### src/rtl/puf_pkg.sv
// Shared types and default sizing for the arbiter-PUF challenge/response collector.
package puf_pkg;

  localparam int unsigned PUF_CHAL_W     = 8;
  localparam int unsigned PUF_RESP_W     = 32;
  localparam int unsigned PUF_SETTLE_CYC = 4;

  typedef enum logic [2:0] {
    IDLE,
    LAUNCH,
    SETTLE,
    SAMPLE,
    EMIT
  } puf_crp_state_t;

  // 2-of-3 vote across repeated evaluations of one challenge
  function automatic logic maj3(input logic a, input logic b, input logic c);
    return (a & b) | (a & c) | (b & c);
  endfunction

endpackage

### src/rtl/puf_resp_sync.sv
// Two-flop synchroniser bringing the asynchronous arbiter output into the clk domain.
module puf_resp_sync (
  input  logic clk,
  input  logic reset,
  input  logic d,
  output logic q
);

  logic meta;

  always_ff @(posedge clk or negedge reset) begin
    if (!reset) begin
      meta <= 1'b0;
      q    <= 1'b0;
    end else begin
      meta <= d;
      q    <= meta;
    end
  end

endmodule

### src/rtl/puf_crp_collector.sv
// Arbiter-PUF CRP collector: launches challenges, samples settled responses and packs them
// into words for a valid/ready readout. Define PUF_CRP_MAJ_EN for 3-evaluation majority voting.
module puf_crp_collector
  import puf_pkg::*;
#(
  parameter int unsigned CHAL_W     = PUF_CHAL_W,
  parameter int unsigned RESP_W     = PUF_RESP_W,
  parameter int unsigned SETTLE_CYC = PUF_SETTLE_CYC
) (
  input  logic              clk,
  input  logic              reset,
  input  logic              start,
  input  logic [15:0]       num_words,
  input  logic [CHAL_W-1:0] challenge_in,
  input  logic              puf_resp,
  output logic              lfsr_step,
  output logic              puf_trigger,
  output logic [CHAL_W-1:0] chal_q,
  output logic [RESP_W-1:0] resp_data,
  output logic              resp_valid,
  input  logic              resp_ready,
  output logic              busy,
  output logic              done
);

  localparam int unsigned BIT_W  = $clog2(RESP_W + 1);
  localparam int unsigned SET_W  = $clog2(SETTLE_CYC + 1);
  localparam int unsigned WCNT_W = 16;

  puf_crp_state_t    state, next_state;
  logic [WCNT_W-1:0] words_left, words_left_d;
  logic [BIT_W-1:0]  bit_cnt, bit_cnt_d;
  logic [SET_W-1:0]  settle_cnt, settle_cnt_d;
  logic [RESP_W-1:0] data_d;
  logic [CHAL_W-1:0] chal_d;
  logic              done_d;
  logic              resp_sync;
  logic              last_eval_c;
  logic              new_bit_c;

  puf_resp_sync u_sync (
    .clk  (clk),
    .reset(reset),
    .d    (puf_resp),
    .q    (resp_sync)
  );

`ifdef PUF_CRP_MAJ_EN
  logic [1:0] rep, rep_d;
  logic [1:0] votes, votes_d;

  // Only the third evaluation of a challenge produces a packed bit
  assign last_eval_c = (rep == 2'd2);
  assign new_bit_c   = maj3(votes[0], votes[1], resp_sync);

  always_ff @(posedge clk or negedge reset) begin
    if (!reset) begin
      rep   <= '0;
      votes <= '0;
    end else begin
      rep   <= rep_d;
      votes <= votes_d;
    end
  end
`else
  assign last_eval_c = 1'b1;
  assign new_bit_c   = resp_sync;
`endif

  // Next-state and datapath update
  always_comb begin
    next_state   = state;
    words_left_d = words_left;
    bit_cnt_d    = bit_cnt;
    settle_cnt_d = settle_cnt;
    data_d       = resp_data;
    chal_d       = chal_q;
    done_d       = 1'b0;
`ifdef PUF_CRP_MAJ_EN
    rep_d        = rep;
    votes_d      = votes;
`endif
    unique case (state)
      IDLE: begin
        if (start) begin
          if (num_words == '0) begin
            done_d = 1'b1;
          end else begin
            next_state   = LAUNCH;
            words_left_d = num_words;
            bit_cnt_d    = '0;
            data_d       = '0;
`ifdef PUF_CRP_MAJ_EN
            rep_d        = '0;
`endif
          end
        end
      end
      LAUNCH: begin
        chal_d       = challenge_in;
        settle_cnt_d = '0;
        next_state   = SETTLE;
      end
      SETTLE: begin
        if (settle_cnt == SET_W'(SETTLE_CYC - 1)) begin
          next_state = SAMPLE;
        end else begin
          settle_cnt_d = settle_cnt + 1'b1;
        end
      end
      SAMPLE: begin
        next_state = LAUNCH;
        if (last_eval_c) begin
          // Right shift in at the MSB: first challenge's bit lands in bit 0
          data_d    = {new_bit_c, resp_data[RESP_W-1:1]};
          bit_cnt_d = bit_cnt + 1'b1;
          if (bit_cnt_d == BIT_W'(RESP_W)) begin
            next_state = EMIT;
          end
        end
`ifdef PUF_CRP_MAJ_EN
        if (last_eval_c) begin
          rep_d = '0;
        end else begin
          votes_d[rep[0]] = resp_sync;
          rep_d           = rep + 2'd1;
        end
`endif
      end
      EMIT: begin
        if (resp_ready) begin
          words_left_d = words_left - 1'b1;
          bit_cnt_d    = '0;
          if (words_left == WCNT_W'(1)) begin
            done_d     = 1'b1;
            next_state = IDLE;
          end else begin
            next_state = LAUNCH;
          end
        end
      end
      default: next_state = IDLE;
    endcase
  end

  // State, counters and registered outputs (decoded from the next state)
  always_ff @(posedge clk or negedge reset) begin
    if (!reset) begin
      state       <= IDLE;
      words_left  <= '0;
      bit_cnt     <= '0;
      settle_cnt  <= '0;
      resp_data   <= '0;
      chal_q      <= '0;
      puf_trigger <= 1'b0;
      lfsr_step   <= 1'b0;
      resp_valid  <= 1'b0;
      busy        <= 1'b0;
      done        <= 1'b0;
    end else begin
      state       <= next_state;
      words_left  <= words_left_d;
      bit_cnt     <= bit_cnt_d;
      settle_cnt  <= settle_cnt_d;
      resp_data   <= data_d;
      chal_q      <= chal_d;
      puf_trigger <= (next_state == LAUNCH);
      lfsr_step   <= (next_state == SAMPLE) && last_eval_c;
      resp_valid  <= (next_state == EMIT);
      busy        <= (next_state != IDLE);
      done        <= done_d;
    end
  end

endmodule

### config.mk
export PLATFORM = sky130hd
export DESIGN_NAME = puf_crp_collector
export DESIGN_NICKNAME = d
export VERILOG_FILES = /design/src/rtl/puf_pkg.sv /design/src/rtl/puf_resp_sync.sv /design/src/rtl/puf_crp_collector.sv
export SDC_FILE = /design/constraint.sdc
export NUM_CORES = 1
export LEC_CHECK = 0
export CORE_AREA = 2 2 89 91
export CTS_BUF_LIST = sky130_fd_sc_hd__clkbuf_8
export DETAILED_ROUTE_END_ITERATION = 10
export DIE_AREA = 0 0 91 93
export GPL_TIMING_DRIVEN = 0
export PLACE_DENSITY = 0.83
export SKIP_CTS_REPAIR_TIMING = 1
export SYNTH_ARGS = -nofsm -noshare
export SYNTH_HDL_FRONTEND = slang
export SYNTH_SLANG_ARGS = --single-unit
### constraint.sdc
create_clock -name clk -period 2.2 [get_ports clk]
set_clock_uncertainty 0.05 [all_clocks]
set_input_delay 0.22 -clock clk [delete_from_list [all_inputs] [get_ports clk]]
set_output_delay 0.22 -clock clk [all_outputs]
set_load 0.02 [all_outputs]
==> summary.txt, run 1 <==
Status
  • Status: finished clean

Synth
  • Post-synthesis register bit count: 75
  • Top-area cell type share of the netlist area: 54.74%
  • Unique masters post-synth: 50
  • Mapped cell area: 0.003428 mm^2
  • Synthesized Nets: 354
  • Post-synth top flop: dfrtp_1
  • Simple-gate share of the synthesized area: 16.06%
  • Top cells by area, synth: dfrtp_1, a22o_1, o21ai_0
  • Post-synth top cells: dfrtp_1, a22o_1, o21ai_0
  • Yosys warns: 0
  • Cell taking the most area after synthesis: dfrtp_1
  • Sequential fraction of the synthesis area: 54.74%
  • Syn Inst Count: 320
  • Number of flops mapped to enable cells by yosys: 0
  • Synth Area in Compound Gates: 20.84%
  • Synth Area in XOR/XNOR: 0.7664%
  • Adder-cell area share of the yosys netlist: 1.825%
  • Post-synthesis mux area share: 3.212%
  • Ys async rst share: 100.0%
  • Syn avg cell area: 10.71 um^2
  • Top-count cell post-synth: dfrtp_1
  • Main combinational cell family by area after synthesis: compound AO/OA/AOI/OAI gates

Critical path
  • Startpoint types: flop
  • Reg-to-reg slack, setup: 0.01 ns
  • CP Capture Type: flop
  • R2R cell count: 5
  • Worst Path Arrival: 2.35 ns
  • WP data required: 2.37 ns
  • Crit Path Class: reg -> reg
  • CP max FO: 6

Pwr
  • Switching Share: 37.95%
  • Combinational share of power: 36.5%
  • Internal: 0.003209 W
  • Tot Pwr: 0.005171 W
  • Sequential power share: 40.3%
  • Pleak: 1.943 nW
  • Max rail drop VDD: 0.6832 mV
  • Power Density: 1117 mW/mm^2
  • Clock network power share: 23.2%
  • P_sw: 0.001962 W

Drt
  • 1st-iter DRT viols: 237
  • Detail Route Antenna Nets: 0
  • First-pass DRT Iterations: 4
  • Wire per inst: 17.11 um
  • Via density: 5.766
  • Post-Route WL: 8777 um
  • DRC Markers: 0
  • Via count: 2,958

CTS
  • Worst-Skew Late Latency: 0.35 ns
  • H-tree depth: 3
  • Cts bufs inserted: 9
  • CTS tree: done
  • Clk pin slew, worst setup/hold paths: 0.08 ns
  • Total clock sinks: 75
  • Root Buffer: clkbuf_8
  • Worst-case clock buffer depth: 2

Timing
  • Slew of the pin with the lowest slew margin: 0.6328 ns
  • Final min period: 2.185 ns
  • Final period util: 99.32%
  • Final Hold Viols: 0
  • F_max: 457.6 MHz
  • Max Slew Vio Count: 0
  • Final setup violation count: 0
  • Unrepaired setup endpoints after global routing: yes
  • Worst setup margin: 0.01487 ns
  • Setup total negative slack: 0 ns
  • Relative slew slack: 57.63%

Die
  • Io pins: 74
  • Die Ht: 93 um
  • Die Wd: 91 um
  • Core ar.: 0.007527 mm^2
  • Die Area: 0.008463 mm^2
  • # rows: 32
  • Initial core utilization: 45.55%

Finish
  • # diodes: 0
  • Area Overhead vs Synth: 35.07%
  • Design area: 0.004631 mm^2
  • Final std cells w/o fill: 513
  • Layout Nets: 440
  • Layout cell share with drive strength beyond 1: 13.87%
  • Filler cells: 620

Global route
  • Vias in the first global route: 2,930
  • Tot GR Track Use: 21.26%
  • Initial antenna violation count: 0
  • First-pass GRT wire length: 14,300 um
  • Largest net degree at the start of global routing: 75
  • Congestion Overflow GR: 0

Placed design
  • Placed insts: 496
  • Port bufs: 73
  • Pre-CTS WS: -0.5181 ns
  • DP Wirelength: 6045 um
  • Placed inst area: 0.004312 mm^2
  • Final GP Congestion: 0.8849

Worst hold path
  • Hold WC Path Type: in -> async

Flow run
  • Max Cap Viol: 0
## placed cells by master, fill, tap and decap left out, types with 3 or more instances in the layout
master | netlist | final
clkdlybuf4s50_1 | 0 | 72
mux2_2 | 8 | 8
clkbuf_1 | 15 | 9
o21a_1 | 3 | 3
a21oi_1 | 16 | 16
inv_1 | 5 | 6
nand3_1 | 14 | 14
a22o_1 | 33 | 33
and3_1 | 3 | 3
clkbuf_2 | 0 | 7
nand4_1 | 3 | 3
nor4_2 | 0 | 3
nand2_1 | 22 | 22
o22ai_1 | 4 | 3
or3_1 | 3 | 3
ha_1 | 5 | 5
nor3_1 | 7 | 4
clkbuf_8 | 0 | 10
nor2_1 | 23 | 23
nor4_1 | 8 | 5
dfrtp_1 | 75 | 74
o21ai_0 | 30 | 30
nor3_2 | 1 | 4
## final timing paths
path | startpoint | endpoint
worst max register to register | words_left[12]$_DFFE_PN0P_ | busy$_DFF_PN0_
max in group asynchronous | reset | resp_data[2]$_DFFE_PN0P_
worst min-delay path | reset | resp_data[8]$_DFFE_PN0P_
worst min register to register | u_sync.meta$_DFF_PN0_ | u_sync.q$_DFF_PN0_
worst max-delay path | words_left[12]$_DFFE_PN0P_ | busy$_DFF_PN0_
min in group clk | puf_resp | u_sync.meta$_DFF_PN0_
## worst max-delay path, cell delays in order, from the launching register on
cell and delay [ns]:
dfrtp_1 0.43, or4_4 0.59, nor2_4 0.10, a21oi_2 0.08
a2111oi_4 0.35, or4b_1 0.46
## area by class of cell
| type | count | area [um^2] | share of cell area, % |
|---|---|---|---|
| Tap cell | 102 | 127.6 | 2.756 |
| Sequential cell | 75 | 1878 | 40.56 |
| Clock inverter | 6 | 88.84 | 1.918 |
| Multi-Input combinational cell | 222 | 1536 | 33.18 |
| Buffer | 17 | 73.82 | 1.594 |
| Inverter | 6 | 22.52 | 0.4864 |
| Timing Repair Buffer | 75 | 765.7 | 16.54 |
| Clock buffer | 10 | 137.6 | 2.972 |
## sequential cells by signal, summed over array words and instances, names as in the netlist
name	count
state	3
lfsr_step	1
resp_valid	1
chal_q	8
puf_trigger	1
u_sync.meta	1
resp_data	32
busy	1
settle_cnt	3
done	1
u_sync.q	1
words_left	16
bit_cnt	6
## through the flow
stage,hold WS [ns],util (%)
finish,0.1462,61.52
global route,0.1478,61.52
CTS,-0.4099,60.29
detailed placement,-0.03217,57.28
global placement,0.2850,56.95
floorplan,-0.1256,-
## power groups by stage
stage / registers, W / logic, W / clock network [W]
2_1_floorplan: 0.00217 / 0.00103 / 0
3_3_place_gp: 0.00205 / 0.00173 / 0
3_5_place_dp: 0.00208 / 0.00181 / 0
4_1_cts: 0.00205 / 0.00183 / 0.00122
5_1_grt: 0.00214 / 0.00208 / 0.00127
6_report: 0.00208 / 0.00189 / 0.00120
## kinds of logic after synthesis
family                   after synthesis
AO/OA/AOI/OAI                        102
AND/OR/NAND/NOR                      102
flip-flops                            75
buffers and inverters                 23
multiplexers                          10
adder cells (fa/ha/maj)                5
XOR/XNOR                               3
## routing by layer
layer | track usage (%) | part of all wire [%]
met1 | 27.88 | 42
met2 | 33.33 | 48
met3 | 4.271 | 6.4
met4 | 11.74 | 3.4
met5 | 0 | 0
No activity file was read; power rests on OpenSTA's default activity.
==> run 2: changes to the inputs <==
- GPL_TIMING_DRIVEN: 0 -> default
==> summary.txt, run 2 (synthesis gave the netlist of run 1 again) <==
Status
  • Status: finished clean (unchanged)

Die
  • Die Wd: 91 um (unchanged)
  • Initial core utilization: 45.55% (unchanged)
  • Core ar.: 0.007527 mm^2 (unchanged)
  • Io pins: 74 (unchanged)
  • Die Area: 0.008463 mm^2 (unchanged)
  • Die Ht: 93 um (unchanged)
  • # rows: 32 (unchanged)

Pwr
  • Power Density: 1116 mW/mm^2 (was 1117 mW/mm^2)
  • Sequential power share: 37.6% (was 40.3%)
  • Internal: 0.003382 W (was 0.003209 W)
  • Pleak: 2.077 nW (was 1.943 nW)
  • Max rail drop VDD: 0.6599 mV (was 0.6832 mV)
  • Clock network power share: 22.9% (was 23.2%)
  • Switching Share: 36.91% (was 37.95%)
  • Tot Pwr: 0.005361 W (was 0.005171 W)
  • Combinational share of power: 39.5% (was 36.5%)
  • P_sw: 0.001979 W (was 0.001962 W)

Finish
  • Most flops, register: resp_data (unchanged)
  • Filler cells: 614 (was 620)
  • Max reg flops: 32 (unchanged)
  • Layout cell share with drive strength beyond 1: 18.29% (was 13.87%)
  • Area Overhead vs Synth: 40.15% (was 35.07%)
  • Layout Nets: 461 (was 440)
  • # diodes: 0 (unchanged)
  • Final core utilization: 63.83% (was 61.52%)
  • Largest regs: resp_data (32), words_left (16), chal_q (8) (unchanged)
  • Design area: 0.004805 mm^2 (was 0.004631 mm^2)
  • Most frequent cells in the layout: dfrtp_1, clkdlybuf4s50_1, buf_4 (was dfrtp_1, clkdlybuf4s50_1, a22o_1)
  • Commonest non-fill, non-tap cell in the layout: dfrtp_1 (unchanged)

Timing
  • Relative slew slack: 66.44% (was 57.63%)
  • Final hold slack: 0.2613 ns (was 0.1462 ns)
  • Slew of the pin with the lowest slew margin: 0.5023 ns (was 0.6328 ns)
  • Max Slew Vio Count: 0 (unchanged)
  • Final min period: 2.166 ns (was 2.185 ns)
  • Final Hold Viols: 0 (unchanged)
  • F_max: 461.6 MHz (was 457.6 MHz)
  • Final period util: 98.47% (was 99.32%)
  • Worst setup margin: 0.03363 ns (was 0.01487 ns)
  • Final setup violation count: 0 (unchanged)

Drt
  • Wire per inst: 16.28 um (was 17.11 um)
  • Detail Route Antenna Nets: 0 (unchanged)
  • 1st-iter DRT viols: 223 (was 237)
  • Post-Route WL: 8695 um (was 8777 um)
  • Via count: 3,021 (was 2,958)
  • Via density: 5.657 (was 5.766)
  • First-pass DRT Iterations: 5 (was 4)
  • DRC Markers: 0 (unchanged)

Global route
  • Vias in the first global route: 2,923 (was 2,930)
  • Largest net degree at the start of global routing: 56 (was 75)
  • Initial antenna violation count: 0 (unchanged)
  • Tot GR Track Use: 21.36% (was 21.26%)
  • First-pass GRT wire length: 14,410 um (was 14,300 um)
  • Congestion Overflow GR: 0 (unchanged)

Critical path
  • Startpoint types: flop (unchanged)
  • CP Capture Type: flop (unchanged)
  • CP max FO: 5 (was 6)
  • R2R cell count: 5 (unchanged)
  • Max incr delay on CP: 0.46 ns (was 0.59 ns)
  • R2R Path End: busy$_DFF_PN0_ (unchanged)
  • Cells along the critical path: nand2_1, nor3_1, o2111ai_2, a2111oi_4, or4b_1 (was or4_4, nor2_4, a21oi_2, a2111oi_4, or4b_1)
  • Reg-to-reg slack, setup: 0.03 ns (was 0.01 ns)
  • Crit Path Class: reg -> reg (unchanged)
  • WP data required: 2.36 ns (was 2.37 ns)
  • R2r startpoint: bit_cnt[3]$_DFFE_PN0P_ (was words_left[12]$_DFFE_PN0P_)
  • Worst Path Arrival: 2.33 ns (was 2.35 ns)
  • CP max stage cell: or4b_1 (was or4_4)

Placed design
  • Pre-CTS WS: -0.1437 ns (was -0.5181 ns)
  • Placed inst area: 0.004553 mm^2 (was 0.004312 mm^2)
  • DP Wirelength: 5836 um (was 6045 um)
  • Port bufs: 73 (unchanged)
  • Final GP Congestion: 0.9139 (was 0.8849)

CTS
  • H-tree depth: 3 (unchanged)
  • Cts bufs inserted: 9 (unchanged)
  • Root Buffer: clkbuf_8 (unchanged)
  • CTS tree: done (unchanged)
  • Clk pin slew, worst setup/hold paths: 0.08 ns (about the same)
  • Worst-Skew Late Latency: 0.35 ns (about the same)
  • Total clock sinks: 75 (unchanged)
  • Worst-case clock buffer depth: 2 (unchanged)

Worst hold path
  • Hold Path End: u_sync.meta$_DFF_PN0_
  • Hold Crit Depth: 1
  • Min-delay src: puf_resp
  • Hold WC Path Type: in -> reg (was in -> async)

Flow run
  • Max Cap Viol: 0 (unchanged)
==> run 2: cell types whose count changed in the layout (fill, tap and decap cells not counted), moves of 3 or more <==
cell and delta:
nor3_2 -3, buf_12 +3, nor4_1 +3, nor4_2 -3, clkbuf_2 -7, buf_4 +35
clkbuf_1 -9, nor3_1 +3
==> run 2: final cells by class <==
cell class	count	area [um^2]	share of cell area, %
clock buffers	10	137.6	2.865
clock inverters	6	95.09	1.979
inverters	6	22.52	0.4687
multi-input cells	222	1476	30.73
flip-flops and latches	75	1879	39.11
well taps	102	127.6	2.656
repair buffers	113	1066	22.19
==> run 2: worst max-delay path by stage <==
stage,depth (start not counted),end,from,slack [ns]
after floorplan,5,busy$_DFF_PN0_,words_left[12]$_DFFE_PN0P_,0.11
after global placement,7,busy$_DFF_PN0_,num_words[3],-0.11
after detailed placement,7,busy$_DFF_PN0_,num_words[4],-0.14
after CTS,5,busy$_DFF_PN0_,words_left[13]$_DFFE_PN0P_,0.04
after global routing,5,busy$_DFF_PN0_,bit_cnt[3]$_DFFE_PN0P_,-0.10
final,5,busy$_DFF_PN0_,bit_cnt[3]$_DFFE_PN0P_,0.03
==> run 2: metal layers <==
layer / wire (um) / vias to the layer above / global-route usage [%] / part of all wire, %
met5: 0 / - / 0 / 0
met4: 123 / 0 / 6.818 / 1.4
met3: 501 / 15 / 6.608 / 5.8
met2: 4209 / 91 / 33.83 / 48
met1: 3860 / 1500 / 28.29 / 44
li1: - / 1415 / - / -
==> run 2: critical path: cells and delay by family (launching register included) <==
kind / cells / cell delay, ns
DFF: 1 / 0.44
and+or+nand+nor: 3 / 0.92
AOI/OAI and AO/OA: 2 / 0.63
==> run 2: power by group through the flow <==
stage | Combinational [W] | Clock, W | Sequential, W
floorplan | 0.00103 | 0 | 0.00217
global placement | 0.00202 | 0 | 0.00201
detailed placement | 0.00207 | 0 | 0.00203
CTS | 0.00210 | 0.00125 | 0.00201
global route | 0.00233 | 0.00130 | 0.00207
finish | 0.00211 | 0.00123 | 0.00202
==> run 2: through the flow <==
stage | setup TNS, ns | instances
detailed placement | -0.1437 | 517
CTS | 0 | 533
global placement | -0.1065 | 517
floorplan | 0 | 320
finish | 0 | 534
global route | -0.1002 | 534
==> run 3: changes to the inputs <==
- CAP_MARGIN: default -> 20
- CTS_CLUSTER_DIAMETER: default -> 40
==> results of run 3 <==
No change in the layout: final DEF, timing and power equal those of run 2.
